--- config.mk ---
export PLATFORM = sky130hd
export DESIGN_NAME = hazard_ctrl
export DESIGN_NICKNAME = d
export VERILOG_FILES = /design/src/rtl/hazard_pkg.sv /design/src/rtl/forward_unit.sv /design/src/rtl/hazard_ctrl.sv
export SDC_FILE = /design/constraint.sdc
export NUM_CORES = 1
export LEC_CHECK = 0
export ABC_CLOCK_PERIOD_IN_PS = 1800
export BUFFER_PORTS_ARGS = -buffer_cell sky130_fd_sc_hd__buf_2
export CORE_ASPECT_RATIO = 2
export CORE_UTILIZATION = 47
export CTS_CLUSTER_DIAMETER = 150
export CTS_CLUSTER_SIZE = 14
export DETAILED_ROUTE_END_ITERATION = 6
export PLACE_DENSITY = 0.83
export SYNTH_ARGS = -nofsm -noshare
export SYNTH_HDL_FRONTEND = slang
export SYNTH_HIERARCHICAL = 1
export SYNTH_SLANG_ARGS = --single-unit
--- constraint.sdc ---
create_clock -name clk_i -period 1.8 [get_ports clk_i]
set_input_delay 0.09 -clock clk_i [delete_from_list [all_inputs] [get_ports clk_i]]
set_output_delay 0.09 -clock clk_i [all_outputs]
set_load 0.02 [all_outputs]
--- src/rtl/hazard_pkg.sv ---
// Shared types and constants for the pipeline hazard controller.
package hazard_pkg;

    // Data-memory handshake states
    typedef enum logic [1:0] {
        StRun  = 2'd0,
        StWait = 2'd1,
        StErr  = 2'd2
    } memfsm_t;

    // Operand-mux selects for the E-stage forwarding muxes
    localparam logic [1:0] FwdRf = 2'b00;
    localparam logic [1:0] FwdW  = 2'b01;
    localparam logic [1:0] FwdM  = 2'b10;

    // E-stage forward select for one source operand; M has priority over W, $0 never forwards
    function automatic logic [1:0] fwd_sel(input logic [4:0] src,
                                           input logic [4:0] wr_m,
                                           input logic       rw_m,
                                           input logic [4:0] wr_w,
                                           input logic       rw_w);
        logic [1:0] sel;
        sel = FwdRf;
        if (src != 5'd0 && src == wr_m && rw_m) begin
            sel = FwdM;
        end else if (src != 5'd0 && src == wr_w && rw_w) begin
            sel = FwdW;
        end
        return sel;
    endfunction

endpackage

--- src/rtl/forward_unit.sv ---
// Combinational forwarding selects for the E-stage ALU operands and D-stage branch comparator.
module forward_unit
    import hazard_pkg::*;
(
    input  logic [4:0] rs_d_i,
    input  logic [4:0] rt_d_i,
    input  logic [4:0] rs_e_i,
    input  logic [4:0] rt_e_i,
    input  logic [4:0] write_reg_m_i,
    input  logic [4:0] write_reg_w_i,
    input  logic       reg_write_m_i,
    input  logic       reg_write_w_i,
    output logic [1:0] forward_ae_o,
    output logic [1:0] forward_be_o,
    output logic       forward_ad_o,
    output logic       forward_bd_o
);

    // Operand selects from register specifiers of the older in-flight instructions
    always_comb begin
        forward_ae_o = fwd_sel(rs_e_i, write_reg_m_i, reg_write_m_i, write_reg_w_i, reg_write_w_i);
        forward_be_o = fwd_sel(rt_e_i, write_reg_m_i, reg_write_m_i, write_reg_w_i, reg_write_w_i);
        forward_ad_o = (rs_d_i != 5'd0) && (rs_d_i == write_reg_m_i) && reg_write_m_i;
        forward_bd_o = (rt_d_i != 5'd0) && (rt_d_i == write_reg_m_i) && reg_write_m_i;
    end

endmodule

--- src/rtl/hazard_ctrl.sv ---
// Hazard and stall controller: forwarding, load-use/branch stalls, data-memory wait FSM with
// timeout trap, and a saturating stalled-cycle counter.
module hazard_ctrl
    import hazard_pkg::*;
#(
    parameter int unsigned MemTimeout = 255,
    parameter int unsigned Cw         = 32
) (
    input  logic          clk_i,
    input  logic          rst_ni,
    input  logic [4:0]    rs_d_i,
    input  logic [4:0]    rt_d_i,
    input  logic [4:0]    rs_e_i,
    input  logic [4:0]    rt_e_i,
    input  logic [4:0]    write_reg_e_i,
    input  logic [4:0]    write_reg_m_i,
    input  logic [4:0]    write_reg_w_i,
    input  logic          reg_write_e_i,
    input  logic          reg_write_m_i,
    input  logic          reg_write_w_i,
    input  logic          mem_to_reg_e_i,
    input  logic          mem_to_reg_m_i,
    input  logic          branch_d_i,
    input  logic          pc_src_d_i,
    input  logic          mem_req_m_i,
    input  logic          mem_ready_m_i,
    output logic          stall_f_o,
    output logic          stall_d_o,
    output logic          stall_e_o,
    output logic          stall_m_o,
    output logic          flush_e_o,
    output logic          reg_clr_d_o,
    output logic          flush_w_o,
    output logic [1:0]    forward_ae_o,
    output logic [1:0]    forward_be_o,
    output logic          forward_ad_o,
    output logic          forward_bd_o,
    output logic          mem_err_o,
    output logic [Cw-1:0] stall_count_o
);

    localparam int unsigned WaitW = (MemTimeout < 1) ? 1 : $clog2(MemTimeout + 1);
    localparam logic [WaitW-1:0] WaitMax = WaitW'(MemTimeout);
    localparam logic [Cw-1:0] CountMax = {Cw{1'b1}};

    memfsm_t          state_q, state_d;
    logic [WaitW-1:0] wait_cnt_q, wait_cnt_d;
    logic [Cw-1:0]    stall_count_q, stall_count_d;
    logic             mem_err_q, mem_err_d;

    logic lwstall;
    logic brstall;
    logic memstall;
    logic pipe_stall;

    forward_unit u_forward_unit (
        .rs_d_i        (rs_d_i),
        .rt_d_i        (rt_d_i),
        .rs_e_i        (rs_e_i),
        .rt_e_i        (rt_e_i),
        .write_reg_m_i (write_reg_m_i),
        .write_reg_w_i (write_reg_w_i),
        .reg_write_m_i (reg_write_m_i),
        .reg_write_w_i (reg_write_w_i),
        .forward_ae_o  (forward_ae_o),
        .forward_be_o  (forward_be_o),
        .forward_ad_o  (forward_ad_o),
        .forward_bd_o  (forward_bd_o)
    );

    // Raw specifier compares: a conservative stall on $0 is harmless
    always_comb begin
        lwstall = mem_to_reg_e_i & ((rs_d_i == rt_e_i) | (rt_d_i == rt_e_i));
        brstall = branch_d_i &
                  ((reg_write_e_i & ((write_reg_e_i == rs_d_i) | (write_reg_e_i == rt_d_i))) |
                   (mem_to_reg_m_i & ((write_reg_m_i == rs_d_i) | (write_reg_m_i == rt_d_i))));
        pipe_stall = lwstall | brstall;
    end

    // Memory stall depends on handshake state; ERR freezes the pipeline for good
    always_comb begin
        memstall = 1'b0;
        unique case (state_q)
            StRun:   memstall = mem_req_m_i & ~mem_ready_m_i;
            StWait:  memstall = ~mem_ready_m_i;
            StErr:   memstall = 1'b1;
            default: memstall = 1'b0;
        endcase
    end

    // Pipeline controls: a memory stall freezes every stage and beats load-use/branch stalls
    always_comb begin
        if (memstall) begin
            stall_f_o = 1'b1;
            stall_d_o = 1'b1;
            stall_e_o = 1'b1;
            stall_m_o = 1'b1;
            flush_w_o = 1'b1;
            flush_e_o = 1'b0;
        end else begin
            stall_f_o = pipe_stall;
            stall_d_o = pipe_stall;
            flush_e_o = pipe_stall;
            stall_e_o = 1'b0;
            stall_m_o = 1'b0;
            flush_w_o = 1'b0;
        end
        // A held branch must stay in D, so no clear while D is stalled
        reg_clr_d_o = pc_src_d_i & ~stall_d_o;
    end

    // Handshake FSM next state and wait-cycle counter
    always_comb begin
        state_d    = state_q;
        wait_cnt_d = wait_cnt_q;
        unique case (state_q)
            StRun: begin
                if (mem_req_m_i && !mem_ready_m_i) begin
                    state_d    = StWait;
                    wait_cnt_d = WaitW'(1);
                end
            end
            StWait: begin
                if (mem_ready_m_i) begin
                    state_d    = StRun;
                    wait_cnt_d = '0;
                end else if (wait_cnt_q == WaitMax) begin
                    state_d = StErr;
                end else begin
                    wait_cnt_d = wait_cnt_q + WaitW'(1);
                end
            end
            StErr:   state_d = StErr;
            default: state_d = StRun;
        endcase
        mem_err_d = (state_d == StErr);
    end

    // Stalled-cycle counter saturates instead of wrapping
    always_comb begin
        stall_count_d = stall_count_q;
        if (stall_f_o && stall_count_q != CountMax) begin
            stall_count_d = stall_count_q + Cw'(1);
        end
    end

    // State registers
    always_ff @(posedge clk_i or negedge rst_ni) begin
        if (!rst_ni) begin
            state_q       <= StRun;
            wait_cnt_q    <= '0;
            stall_count_q <= '0;
            mem_err_q     <= 1'b0;
        end else begin
            state_q       <= state_d;
            wait_cnt_q    <= wait_cnt_d;
            stall_count_q <= stall_count_d;
            mem_err_q     <= mem_err_d;
        end
    end

    assign mem_err_o     = mem_err_q;
    assign stall_count_o = stall_count_q;

endmodule
# Yosys cells after proc, flatten, opt, wreduce, memory -nomap -nowiden
# Index checks and enable logic that the tools add are counted.
totals:
  output_inout_bits: 46
  reg_bits: 43
  in_bits: 46
  elab_cells: 76
op_classes:
  n_bitwise: 13
  eq_ne: 19
  add_sub_neg: 2
  reduce_logical: 22
  mux: 16
op_table:
  columns: ["op", "n"]
  rows:
  - ["$eq 5x5->1", 12]
  - ["$add 32x1->32 const B", 1]
  - ["$ne 32x32->1 const B", 1]
  - ["$mux 8", 3]
  - ["$reduce_bool 5->1", 4]
  - ["$pmux 8 s2", 1]
  - ["$logic_and 1x1->1", 14]
  - ["$mux 2", 5]
  - ["$add 8x1->8 const B", 1]
  - ["$eq 8x8->1 const B", 1]
  - ["$and 1x1->1", 6]
  - ["$pmux 2 s3", 1]
  - ["$mux 1", 5]
  - ["$or 1x1->1", 5]
  - ["$eq 2x2->1 const B", 2]
  - ["$ne 3x3->1 const B", 1]
  - ["$pmux 1 s3", 1]
  - ["$reduce_and 3->1", 1]
  - ["$eq 2x1->1 const B", 1]
  - ["$logic_not 2->1", 1]
  - ["$ne 2x2->1 const B", 1]
  - ["$not 1->1", 2]
  - ["$reduce_bool 2->1", 1]
  - ["$logic_not 1->1", 1]

# Longest topological paths before layout
logic_depth:
  word_depth: 9
  mapped_depth: 8
  mapped_depth_nobuf: 8

# By module
# Netlist, hierarchy kept.
modules_own_cells:
  columns: ["mod", "instances", "area_each_um2", "cells_per_inst", "seq_area_each_um2"]
  rows:
  - ["hazard_ctrl", 1, 2503.7, 244, 1076.0]
  - ["forward_unit", 1, 474.2, 59, 0.0]

# Worst setup path after synthesis
# Ideal clock, no wire load.
synth_timing:
  kind: "reg2reg"
  from: "register state_q[0]"
  to: "register stall_count_q[24], in the netlist stall_count_o[24]"
  period_less_slack_ns: 1.991
  setup_ns: 0.134
  slack_ns: -0.191
  required_time_ns: 1.666
  n_path_buf: 1
  t_arrival_ns: 1.857
  stages_incl_launch_ff: 8
  path_cell_list: "dfrtp_1 buf_2 o21ai_1 nand2_1 a311oi_2 nand2_1 a41oi_1 a21oi_1"
synth_between:
  elab_chain_cells: 4
  elab_cells_between_ends: 6
  classes_between: "2 x eq/ne; 2 x mux; 2 x reduce/logical"
synth_lines:
  columns: ["element", "line", "rtl"]
  rows:
  - ["start: declaration", "hazard_ctrl.sv:46", "memfsm_t state_q, state_d;"]
  - ["start signal: assignment", "hazard_ctrl.sv:150", "state_q <= StRun;"]
  - ["start signal: assignment", "hazard_ctrl.sv:155", "state_q <= state_d;"]
  - ["$eq 2x2->1, or another cell as far along", "hazard_ctrl.sv:83", "unique case (state_q)"]
  - ["$pmux 1 s3 *", "hazard_ctrl.sv:83", null]
  - ["$mux 1 *", null, null]
  - ["named net stall_d_o", "hazard_ctrl.sv:28", "output logic stall_d_o,"]
  - ["$logic_and 1x1->1 *", "hazard_ctrl.sv:142", "if (stall_f_o && stall_count_q != CountMax) begin"]
  - ["end signal: assignment", "hazard_ctrl.sv:157", "stall_count_q <= stall_count_d;"]
  - ["end: declaration", "hazard_ctrl.sv:48", "logic [Cw-1:0] stall_count_q, stall_count_d;"]
# The timed path passes the listed nets; every way through them passes the cells marked *.
# A chain may end at the register's enable or synchronous reset.

# Worst setup path in the final report
layout_timing:
  from: "register state_q[0]"
  to: "output port reg_clr_d_o"
layout_between:
  elab_chain_cells: 5
  elab_cells_between_ends: 7
  classes_between: "2 x eq/ne; 2 x mux; 2 x bitwise; 1 x reduce/logical"
layout_lines:
  columns: ["element", "line", "rtl"]
  rows:
  - ["$eq 2x2->1, or another cell as far along", "hazard_ctrl.sv:83", null]
  - ["$pmux 1 s3 *", "hazard_ctrl.sv:83", null]
  - ["$mux 1 *", "hazard_ctrl.sv:93", "if (memstall) begin"]
  - ["$not 1->1 *", "hazard_ctrl.sv:109", "reg_clr_d_o = pc_src_d_i & ~stall_d_o;"]
  - ["$and 1x1->1 *", "hazard_ctrl.sv:109", null]
  - ["end: declaration", "hazard_ctrl.sv:32", "output logic reg_clr_d_o,"]
# Every way passes the cells marked *; elsewhere a longest branch is shown, timed or not.

==> impl_metrics.tcl <==
set metrics [dict create \
    hold_class "primary input to register" \
    crit_type "register to output pin" \
    cts_sinks 43 \
    outcome "completed" \
    insertion_delay_ps 290 \
    synth_nets 351 \
    dr.first_iter.drc_count 77 \
    placed_area_mm2 0.00393 \
    synth_ff_type "dfrtp_1" \
    die_x_um 58.3 \
    peakVddDrop_mv 0.353 \
    routed-via-count 2933 \
    grt_pass1_vias 3051 \
    synth_seq_cells 43 \
    drc 0 \
    drive_above_1_share 0.471 \
    yosysTopAreaCellShare 0.361 \
    start_util 0.492 \
    stdcell_count 538 \
    n_fill_cell 443 \
    cts_buffer_depth 2 \
    ant_nets 0 \
    row_count 40 \
    p_leak_nw 1.94 \
    skew_ps 3.78 \
    hold_viol 0 \
    cts_buffers 5 \
    ys_types 50 \
    wl_met2_mm 4.69 \
    syn_avg_cell_area_um2 9.83 \
    track_usage 0.266 \
    drv_slew 0 \
    final_cell_mix "buf_2 (90), xnor2_1 (73), buf_4 (60)" \
    routed.top_layer "met4" \
    post-route-util 0.698 \
    clkTransAtPathRegs_ps 60 \
    fin_crit_ps 1770 \
    overflow 0 \
    design_area_mm2 0.00423 \
    htreeDepth 2 \
    syn_area_mm2 0.00298 \
    wl_met1_mm 2.72 \
    post-synth-top-area-cell "dfrtp_1" \
    worstMarginPinSlew_ps 419 \
    synth_area_leaders "dfrtp_1 (36%), xnor2_1 (21%), xor2_1 (5.6%)" \
    vias_per_cell 5.45 \
    place_congestion 0.900 \
    drt-total-wl_mm 8.33 \
    worst_setup_path_start_kind "register" \
    core-area_mm2 0.00606 \
    seq_area_mm2 0.00109 \
    tns_ps 0 \
    fin_ws_ps 34.7 \
    pre_cts_ws_ps -23.6 \
    met3WireLength_um 379 \
    dp_hpwl_mm 6.62 \
    maxCapViolCount 0 \
    synth_edf_count 0 \
    num-nets-final 501 \
    syn2layout_area_growth_pct 41.9 \
    multi_input_area_mm2 0.00191 \
    dp_cells 522 \
    cp.arrival_ps 1680 \
    grt_max_degree 30 \
    crit_fanout 4 \
    dieArea_mm2 0.00668 \
    fin_total_pwr_mw 3.04 \
    wl_per_cell_um 15.5 \
    num_antenna_cells 0 \
    io_buffers 91 \
    seq_area_frac_synth 0.361 \
    dr.pass1.iters 4 \
    async_flop_share 1.00 \
    fin_crit_sh 0.981 \
    fmaxAchievable_mhz 566 \
    crit_required_ps 1710 \
    grt_pass1_wl_mm 13.4 \
    syn_inst 303 \
    io_pins 92 \
    antenna_found_initial 0 \
    p_per_area_mw_per_mm2 720 \
    yosys_warnings 6 \
    root_buffer "clkbuf_16" \
    fin_hold_ws_ps 151 \
    tritoncts "built" \
    layout_commonest_cell "buf_2" \
    worstSetupEndpointType "output pin" \
    die_h_um 115 \
    setup_viol 0 \
    timing.slew.headroom 0.721 \
]
-- cell families (layout without fill, tap and decap cells) --
family,after synthesis,count (layout),share of synthesized area
XOR/XNOR,92,92,0.271
adder cells (fa/ha/maj),2,2,0.00840
AND/OR/NAND/NOR,124,124,0.259
multiplexers,1,1,0.00378
buffers and inverters,13,164,0.0273
flip-flops,43,43,0.361
AO/OA/AOI/OAI,28,28,0.0693
-- cell type report --
| type | count | share of cell area |
|---|---|---|
| Inverter | 2 | 0.00178 |
| Sequential cell | 43 | 0.258 |
| Tap cell | 84 | 0.0249 |
| Clock buffer | 8 | 0.0370 |
| Multi-Input combinational cell | 247 | 0.453 |
| Timing Repair Buffer | 154 | 0.226 |
-- flip-flops by register name (all words and copies together) (netlist names) --
register       cells
wait_cnt_q         8
mem_err_o          1
stall_count_o     32
state_q            2
-- final timing paths --
| check | from | endpoint | slack (ps) | cells after the start |
|---|---|---|---|---|
| setup reg to reg | stall_count_o[27] | stall_count_o[1] | 50 | 7 |
| min in group asynchronous | rst_ni | stall_count_o[3] | 230 | 2 |
| setup / recovery | state_q[0] | reg_clr_d_o | 30 | 6 |
| hold / removal | mem_req_m_i | state_q[0] | 150 | 3 |
| max in group asynchronous | rst_ni | stall_count_o[11] | 880 | 3 |
| hold reg to reg | state_q[0] | state_q[0] | 530 | 1 |
-- what timing repair did --
action / CTS / global route
endpoints found under the hold margin: 14 / 0
pin swaps: 4 / 10
setup buffers: 4 / 3
resized for setup: 5 / 16
setup endpoints to repair: 8 / 27
hold buffers: 1 / 0
-- critical path, stage by stage, from the launching register on --
cell	delay, ps
dfrtp_1	410
o21ai_2	180
nand2_2	100
a311oi_4	250
buf_6	160
and3_4	170
buf_6	120
-- power breakdown --
part	switching, mW	internal [mW]
Sequential	0.0606	1.06
Combinational	0.525	0.455
Clock	0.355	0.590
Total	0.940	2.10
-- Yosys cell counts, drive strengths merged (6+ instances only) --
| library cell | n |
|---|---|
| xnor2 | 73 |
| dfrtp | 43 |
| nand2 | 29 |
| nand3 | 21 |
| xor2 | 19 |
| nand4 | 18 |
| and3 | 12 |
| nor2 | 12 |
| buf | 10 |
| o21ai | 9 |
| a21oi | 8 |
| nor4 | 6 |
-- metal layers --
metal | vias up | global-route usage
met2 | 147 | 0.516
met1 | 1369 | 0.229
met4 | 0 | 0.190
met5 | - | 0
li1 | 1367 | -
met3 | 50 | 0.0429
No activity file was read; power rests on OpenSTA's default activity.
